## config.mk

```make
export PLATFORM = sky130hd
export DESIGN_NAME = commit_watchdog
export DESIGN_NICKNAME = d
export VERILOG_FILES = /design/src/rtl/commit_watchdog.sv
export SDC_FILE = /design/constraint.sdc
export NUM_CORES = 1
export LEC_CHECK = 0
export BUFFER_PORTS_ARGS = -buffer_cell sky130_fd_sc_hd__buf_4
export CAP_MARGIN = 5
export CORE_ASPECT_RATIO = 1.4
export CORE_UTILIZATION = 55
export DETAILED_ROUTE_END_ITERATION = 6
export GPL_TIMING_DRIVEN = 0
export PLACE_DENSITY_LB_ADDON = 0.2
export SLEW_MARGIN = 30
export SYNTH_ARGS = -nofsm -noshare
export SYNTH_HDL_FRONTEND = slang
export SYNTH_SLANG_ARGS = --single-unit
```

## constraint.sdc

```tcl
create_clock -name clock -period 13.5 [get_ports clock]
set_input_delay 0.675 -clock clock [delete_from_list [all_inputs] [get_ports clock]]
set_output_delay 0.675 -clock clock [all_outputs]
set_load 0.02 [all_outputs]
```

## src/rtl/commit_watchdog.sv

```systemverilog
// Commit-progress watchdog: live cycle/instruction counters, sticky stuck detection and periodic
// snapshot reports. Define COMMIT_WATCHDOG_MAX_STALL_EN to track the longest no-commit run.
module commit_watchdog #(
  parameter int unsigned COMMIT_WIDTH    = 6,
  parameter int unsigned CNT_WIDTH       = 64,
  parameter int unsigned STALL_LIMIT     = 2000,
  parameter int unsigned REPORT_INTERVAL = 10000
) (
  input  logic                    clock,
  input  logic                    reset,
  input  logic                    enable,
  input  logic                    clear,
  input  logic [COMMIT_WIDTH-1:0] commit_valid,
  input  logic                    commit_is_walk,
  output logic [CNT_WIDTH-1:0]    cycle_count,
  output logic [CNT_WIDTH-1:0]    instr_count,
  output logic                    stuck,
  output logic                    report_valid,
  input  logic                    report_ready,
  output logic [CNT_WIDTH-1:0]    report_cycle,
  output logic [CNT_WIDTH-1:0]    report_instr,
  output logic [15:0]             report_overrun,
  output logic [31:0]             max_stall
);

  localparam int unsigned PopW = $clog2(COMMIT_WIDTH + 1);
  localparam int unsigned IntW = $clog2(REPORT_INTERVAL);
  localparam logic [IntW-1:0] IntLast = IntW'(REPORT_INTERVAL - 1);

  typedef enum logic [1:0] {StIdle, StRun, StStuck} state_e;

  state_e state_q, state_d;

  logic [CNT_WIDTH-1:0] cycle_q, cycle_d, instr_q, instr_d;
  logic [CNT_WIDTH-1:0] rcycle_q, rcycle_d, rinstr_q, rinstr_d;
  logic [31:0]          stall_q, stall_d;
  logic [IntW-1:0]      interval_q, interval_d;
  logic [15:0]          overrun_q, overrun_d;
  logic                 rvalid_q, rvalid_d;

  logic [PopW-1:0] commit_pop;
  logic            has_commit, run_active, active, due, load;

  always_comb begin
    commit_pop = '0;
    for (int i = 0; i < COMMIT_WIDTH; i++) begin
      commit_pop = commit_pop + PopW'(commit_valid[i]);
    end
  end

  assign has_commit = !commit_is_walk && (commit_valid != '0);
  // Counting happens in RUN while still enabled, and unconditionally once stuck.
  assign run_active = (state_q == StRun) && enable;
  assign active     = run_active || (state_q == StStuck);
  assign due        = run_active && (interval_q == IntLast);
  assign load       = due && (!rvalid_q || report_ready);

  // State register
  always_ff @(posedge clock or posedge reset) begin
    if (reset) begin
      state_q <= StIdle;
    end else begin
      state_q <= state_d;
    end
  end

  // Next-state logic
  always_comb begin
    state_d = state_q;
    if (clear) begin
      state_d = StIdle;
    end else begin
      unique case (state_q)
        StIdle:  if (enable) state_d = StRun;
        StRun: begin
          if (!enable) begin
            state_d = StIdle;
          end else if (stall_q > 32'(STALL_LIMIT)) begin
            state_d = StStuck;
          end
        end
        StStuck: state_d = StStuck;
        default: state_d = StIdle;
      endcase
    end
  end

  // FSM outputs
  always_comb begin
    stuck = (state_q == StStuck);
  end

  always_comb begin
    cycle_d    = cycle_q;
    instr_d    = instr_q;
    stall_d    = stall_q;
    interval_d = interval_q;
    rcycle_d   = rcycle_q;
    rinstr_d   = rinstr_q;
    rvalid_d   = rvalid_q;
    overrun_d  = overrun_q;
    if (clear) begin
      cycle_d    = '0;
      instr_d    = '0;
      stall_d    = '0;
      interval_d = '0;
      rcycle_d   = '0;
      rinstr_d   = '0;
      rvalid_d   = 1'b0;
      overrun_d  = '0;
    end else begin
      if (active) begin
        cycle_d = cycle_q + 1'b1;
        if (!commit_is_walk) begin
          instr_d = instr_q + CNT_WIDTH'(commit_pop);
        end
        if (has_commit) begin
          stall_d = '0;
        end else if (stall_q != '1) begin
          stall_d = stall_q + 1'b1;
        end
      end
      if (run_active) begin
        interval_d = due ? '0 : interval_q + 1'b1;
      end
      // A snapshot due against a stalled consumer is dropped; the offered one stays intact.
      if (load) begin
        rcycle_d = cycle_q;
        rinstr_d = instr_q;
        rvalid_d = 1'b1;
      end else if (rvalid_q && report_ready) begin
        rvalid_d = 1'b0;
      end
      if (due && !load && (overrun_q != 16'hFFFF)) begin
        overrun_d = overrun_q + 1'b1;
      end
    end
  end

  always_ff @(posedge clock or posedge reset) begin
    if (reset) begin
      cycle_q    <= '0;
      instr_q    <= '0;
      stall_q    <= '0;
      interval_q <= '0;
      rcycle_q   <= '0;
      rinstr_q   <= '0;
      rvalid_q   <= 1'b0;
      overrun_q  <= '0;
    end else begin
      cycle_q    <= cycle_d;
      instr_q    <= instr_d;
      stall_q    <= stall_d;
      interval_q <= interval_d;
      rcycle_q   <= rcycle_d;
      rinstr_q   <= rinstr_d;
      rvalid_q   <= rvalid_d;
      overrun_q  <= overrun_d;
    end
  end

`ifdef COMMIT_WATCHDOG_MAX_STALL_EN
  logic [31:0] max_stall_q;

  always_ff @(posedge clock or posedge reset) begin
    if (reset) begin
      max_stall_q <= '0;
    end else if (clear) begin
      max_stall_q <= '0;
    end else if (active && (stall_q > max_stall_q)) begin
      max_stall_q <= stall_q;
    end
  end

  assign max_stall = max_stall_q;
`else
  assign max_stall = '0;
`endif

  assign cycle_count    = cycle_q;
  assign instr_count    = instr_q;
  assign report_valid   = rvalid_q;
  assign report_cycle   = rcycle_q;
  assign report_instr   = rinstr_q;
  assign report_overrun = overrun_q;

endmodule

```

# Word level (Yosys, flattened, before mapping)
# Cells that the tools add are included.
[op_classes]
shifts = 0
n_bitwise = 0
n_lt_le_gt_ge = 1
addsub = 10
eq_ne = 8
mux = 26
reduce_logical = 23
div = 0
multipliers = 0
[op_table]
columns = ["operator", "n"]
rows = [
  ["$mux W64", 9],
  ["$mux W32", 4],
  ["$add A64 B1 Y64 const B", 1],
  ["$add A64 B3 Y64", 1],
  ["$mux W14", 3],
  ["$add A32 B1 Y32 const B", 1],
  ["$gt A32 B11 Y1 const B", 1],
  ["$mux W16", 2],
  ["$ne A32 B32 Y1 const B", 1],
  ["$add A16 B1 Y16 const B", 1],
  ["$ne A16 B16 Y1 const B", 1],
  ["$add A14 B1 Y14 const B", 1],
  ["$eq A14 B14 Y1 const B", 1],
  ["$add A3 B1 Y3", 3],
  ["$mux W2", 4],
  ["$reduce_bool A2 Y1", 4],
  ["$logic_and A1 B1 Y1", 7],
  ["$pmux W2 S3", 1],
  ["$reduce_and A2 Y1", 3],
  ["$reduce_bool A3 Y1", 2],
  ["$reduce_bool A6 Y1", 1],
  ["$ne A4 B3 Y1 const B", 1],
  ["$add A2 B1 Y3", 1],
  ["$logic_not A1 Y1", 3],
  ["other kinds (8)", 11],
]
[totals]
mem_bits_ro = 0
regBits = 321
memories = 0
ram_bits = 0
latch_bits = 0
wordCells = 77

# Depth between registers and ports, before layout
[depth]
word_depth = 9
depth_mapped = 13

# Least setup slack after synthesis
# Ideal clock, no wire load.
[synth_path]
kind = "in2reg"
start = "in commit_valid[0]"
end = "reg instr_q[60], in the netlist instr_count[60]"
path_buffers = 1
slack_ns = 9.737
t_required_ns = 13.422
arrival_time_ns = 3.685
setup_time_ns = 0.078
path_stages = 13
path_cell_list = "fa_1 > inv_1 > fa_1 > fa_1 > inv_1 > fa_1 > a21o_1 > nor2b_1 > and3_1 > buf_2 > nand3_1 > or3_1 > a21oi_1"
[synth_between]
elab_chain_cells = 9
[synth_lines]
columns = ["item", "line_no", "source"]
rows = [
  ["start, declared", "13", "input logic [COMMIT_WIDTH-1:0] commit_valid,"],
  ["$add A1 B1 Y2", "47", "commit_pop = commit_pop + PopW'(commit_valid[i]);"],
  ["$add A2 B1 Y3", "47", ""],
  ["$add A3 B1 Y3 (3 in series)", "47", ""],
  ["$add A64 B3 Y64", "115", "instr_d = instr_q + CNT_WIDTH'(commit_pop);"],
  ["$mux W64", "114", "if (!commit_is_walk) begin"],
  ["$mux W64", "112", "if (active) begin"],
  ["$mux W64", "102", "if (clear) begin"],
  ["end signal, assigned", "152", "instr_q <= instr_d;"],
  ["end, declared", "34", "logic [CNT_WIDTH-1:0] cycle_q, cycle_d, instr_q, instr_d;"],
]
# Every way passes these cells. The select of a mux whose other input is x is not followed.
# A chain may end at the register's enable or synchronous reset.

# Worst setup path after layout
[layout_path]
start = "in commit_valid[0]"
end = "reg instr_q[62], in the netlist instr_count[62]"
# The elaborated chain is that of the path after synthesis.

==> impl_metrics.env <==
export IMPL_post_cts_resized=0
export IMPL_endpoint_kind="flop"
export IMPL_core_sq_um=26900
export IMPL_critPathMaxFanout=10
export IMPL_arrival_ps=4390
export IMPL_hold_slack_ps=109
export IMPL_synth_cells=1473
export IMPL_rows=71
export IMPL_tightest_slew_ps=1000
export IMPL_powerDensity_nw_per_um2=107
export IMPL_yosys_top_cells_area="dfrtp_1 53%, a22o_1 7.7%, xnor2_1 4.4%, nor2_1 4.3%, nand3_1 3.0%"
export IMPL_cts_tree="yes"
export IMPL_gp_congestion=0.945
export IMPL_placed_area_sq_um=17900
export IMPL_initial_utilization_pct=55.9
export IMPL_pwr_share_seq_pct=48.0
export IMPL_crit_chain="buf_4 > fa_1 > inv_1 > fa_1 > fa_1 > inv_1 > fa_1 > a21o_1 > nor2b_1 > and3_1 > buf_2 > nand3_1 > or3_1 > a21oi_1"
export IMPL_grt_pass1_wl_mm=67.5
export IMPL_peakVddDrop_uv=94.9
export IMPL_num_fill_cells=2104
export IMPL_grt_start_max_net_pins=83
export IMPL_wl_mm=42.6
export IMPL_required_ps=13990
export IMPL_internal_power_mw=1.55
export IMPL_diodes=0
export IMPL_slew_viol_final=0
export IMPL_netSwitchingFraction_pct=23.9
export IMPL_synth_ff_type="dfrtp_1"
export IMPL_synth_area_sq_um=15100
export IMPL_io_pins=318
export IMPL_rsz0062_at_grt="no"
export IMPL_finalCritPeriodShare_pct=28.9
export IMPL_grt_overflow=0
export IMPL_drt_iter0_markers=824
export IMPL_mostFrequentLayoutCell="dfrtp_1"
export IMPL_combPwrFrac_pct=6.8
export IMPL_final_cell_mix="321 x dfrtp_1, 317 x buf_4, 173 x nor2_1"
export IMPL_drv_cap=0
export IMPL_cts_inserted_buffers=31
export IMPL_vias=13100
export IMPL_startpoint_type="input pin"
export IMPL_wire_per_inst_um=19.2
export IMPL_ys_ff_latch=321
export IMPL_finalSetupViolCount=0
export IMPL_regArea_sq_um=8030
export IMPL_drt_first_pass_iters=5
export IMPL_synth_top_area_cell="dfrtp_1"
export IMPL_drc_errors=0
export IMPL_finalHoldViolCount=0
export IMPL_switchingPower_mw=0.487
export IMPL_ys_types=57
export IMPL_status="finished clean"
export IMPL_tns_ps=0
export IMPL_nets=1851
export IMPL_path_clk_slew_ps=70
export IMPL_synth_async_sr_flop_share_pct=100
export IMPL_worst_clock_skew_ps=20.6
export IMPL_reg2reg_from="instr_count[0]$_DFFE_PP0P_"
export IMPL_grt_pass1_vias=12600
export IMPL_design_area_sq_um=19000
export IMPL_die_w_um=142
export IMPL_hp_class="in -> async"
export IMPL_seq_area_frac_synth_pct=53.4
export IMPL_cp_common_cell="fa_1"
export IMPL_via_per_inst=5.93
export IMPL_syn_avg_cell_area_sq_um=10.2
export IMPL_cp_slowest_cell="fa_1"
export IMPL_clockRootBuffer="clkbuf_16"
export IMPL_slew_headroom_pct=32.5
export IMPL_cts_sinks=321
export IMPL_ys_warn_count=0
export IMPL_slowest_delay_ps=520
export IMPL_hpwl_mm=30.7
export IMPL_cts_setup_buffers=0
export IMPL_die_h_um=198
export IMPL_clk_latency_ps=570
export IMPL_min_period_ps=3900
export IMPL_area_growth_pct=26.1
export IMPL_grt_usage_pct=30.5
export IMPL_numPortBuffers=285
export IMPL_fmax_ghz=0.256
export IMPL_cts_buffer_depth=3
export IMPL_htree_num_levels=1
export IMPL_die_area_sq_um=28000
export IMPL_total_power_mw=2.04
export IMPL_drive_gt1_share_pct=22.0
export IMPL_synth_top_area_share_pct=53.4
export IMPL_clkPwrFrac_pct=45.2
export IMPL_leakage_nw=8.78
export IMPL_ant_nets=0
export IMPL_crit_start="commit_valid[0]"
export IMPL_multi_input_area_sq_um=6460
export IMPL_hold_buffers=0
export IMPL_setup_worst_path_class="in -> reg"
export IMPL_grt_antenna_before_repair=0
export IMPL_synth_edff_count=0
[registers in the layout (all words and copies together), names as in the netlist]
name,flops
interval_q,14
report_instr,64
state_q,2
stall_q,32
report_valid,1
report_overrun,16
cycle_count,64
report_cycle,64
instr_count,64
[synthesized netlist by cell type, types with 23 or more instances]
cell type / instances
nand4_1: 66
o21ai_0: 33
nand2_1: 84
xor2_1: 44
buf_4: 32
dfrtp_1: 321
nand3_1: 91
o21ai_1: 23
inv_1: 38
nor2_1: 173
clkbuf_1: 54
xnor2_1: 76
nor3_1: 51
nor4_1: 28
a22o_1: 132
a21oi_1: 34
and3_1: 28
[layer usage]
metal  up-vias  track usage, %  wire [um]
li1       5971               -          -
met1      6486            39.6      16900
met2       579            52.0      21300
met3        87            3.87       2950
met4         0            11.5       1400
met5         -               0          0
[critical path: cells and delay by family]
kind / cells / cell delay [ps]
buffers and inverters: 4 / 440
adder cells (fa/ha/maj): 4 / 1580
AND/OR/NAND/NOR: 4 / 1400
AO/OA/AOI/OAI: 2 / 290
[cell families after synthesis]
logic type / count (synthesis) / share of synthesized area (%)
xor+xnor: 120 / 6.98
flops: 321 / 53.4
buf+inv: 143 / 4.55
mux: 4 / 0.283
compound gates: 280 / 13.8
other cells: 1 / 0.0249
simple gates: 591 / 19.7
fa+ha+maj: 13 / 1.28
[metrics by stage]
step | setup slack [ps] | std cells | util, %
3_5_place_dp | 9020 | 2158 | 66.4
3_3_place_gp | 740 | 2154 | 66.0
5_1_grt | 9440 | 2214 | 70.5
4_1_cts | 9630 | 2214 | 70.5
6_report | 9600 | 2214 | 70.5
2_1_floorplan | 3940 | 1504 | -
[path summary, 6_finish.rpt]
kind                                           endpoint  slack (ps)  depth (start not counted)
max                         instr_count[62]$_DFFE_PP0P_        9600                         14
min                        report_cycle[50]$_DFFE_PP0P_         110                          2
max reg2reg                 instr_count[62]$_DFFE_PP0P_        9900                         12
min reg2reg                report_cycle[26]$_DFFE_PP0P_         500                          1
max in group asynchronous    cycle_count[5]$_DFFE_PP0P_       12270                          4
min in group clock               state_q[0]$_DFFE_PP0P_         410                          3
[final cells by class]
cell class,instances,share of cell area [%]
timing repair buffer,289,11.9
tap,365,2.41
buffer,104,2.83
multi-input combinational,1040,34.0
clock inverter,18,1.35
clock buffer,38,4.38
inverter,39,0.811
sequential,321,42.3
[power groups by stage]
stage | logic (mW) | registers (mW) | clock network, mW
final | 0.138 | 0.978 | 0.921
after global routing | 0.153 | 0.979 | 0.969
after CTS | 0.139 | 0.978 | 0.930
after detailed placement | 0.138 | 0.996 | 0
after global placement | 0.130 | 0.997 | 0
after floorplan | 0.0873 | 1.00 | 0
No activity file was read; power rests on OpenSTA's default activity.
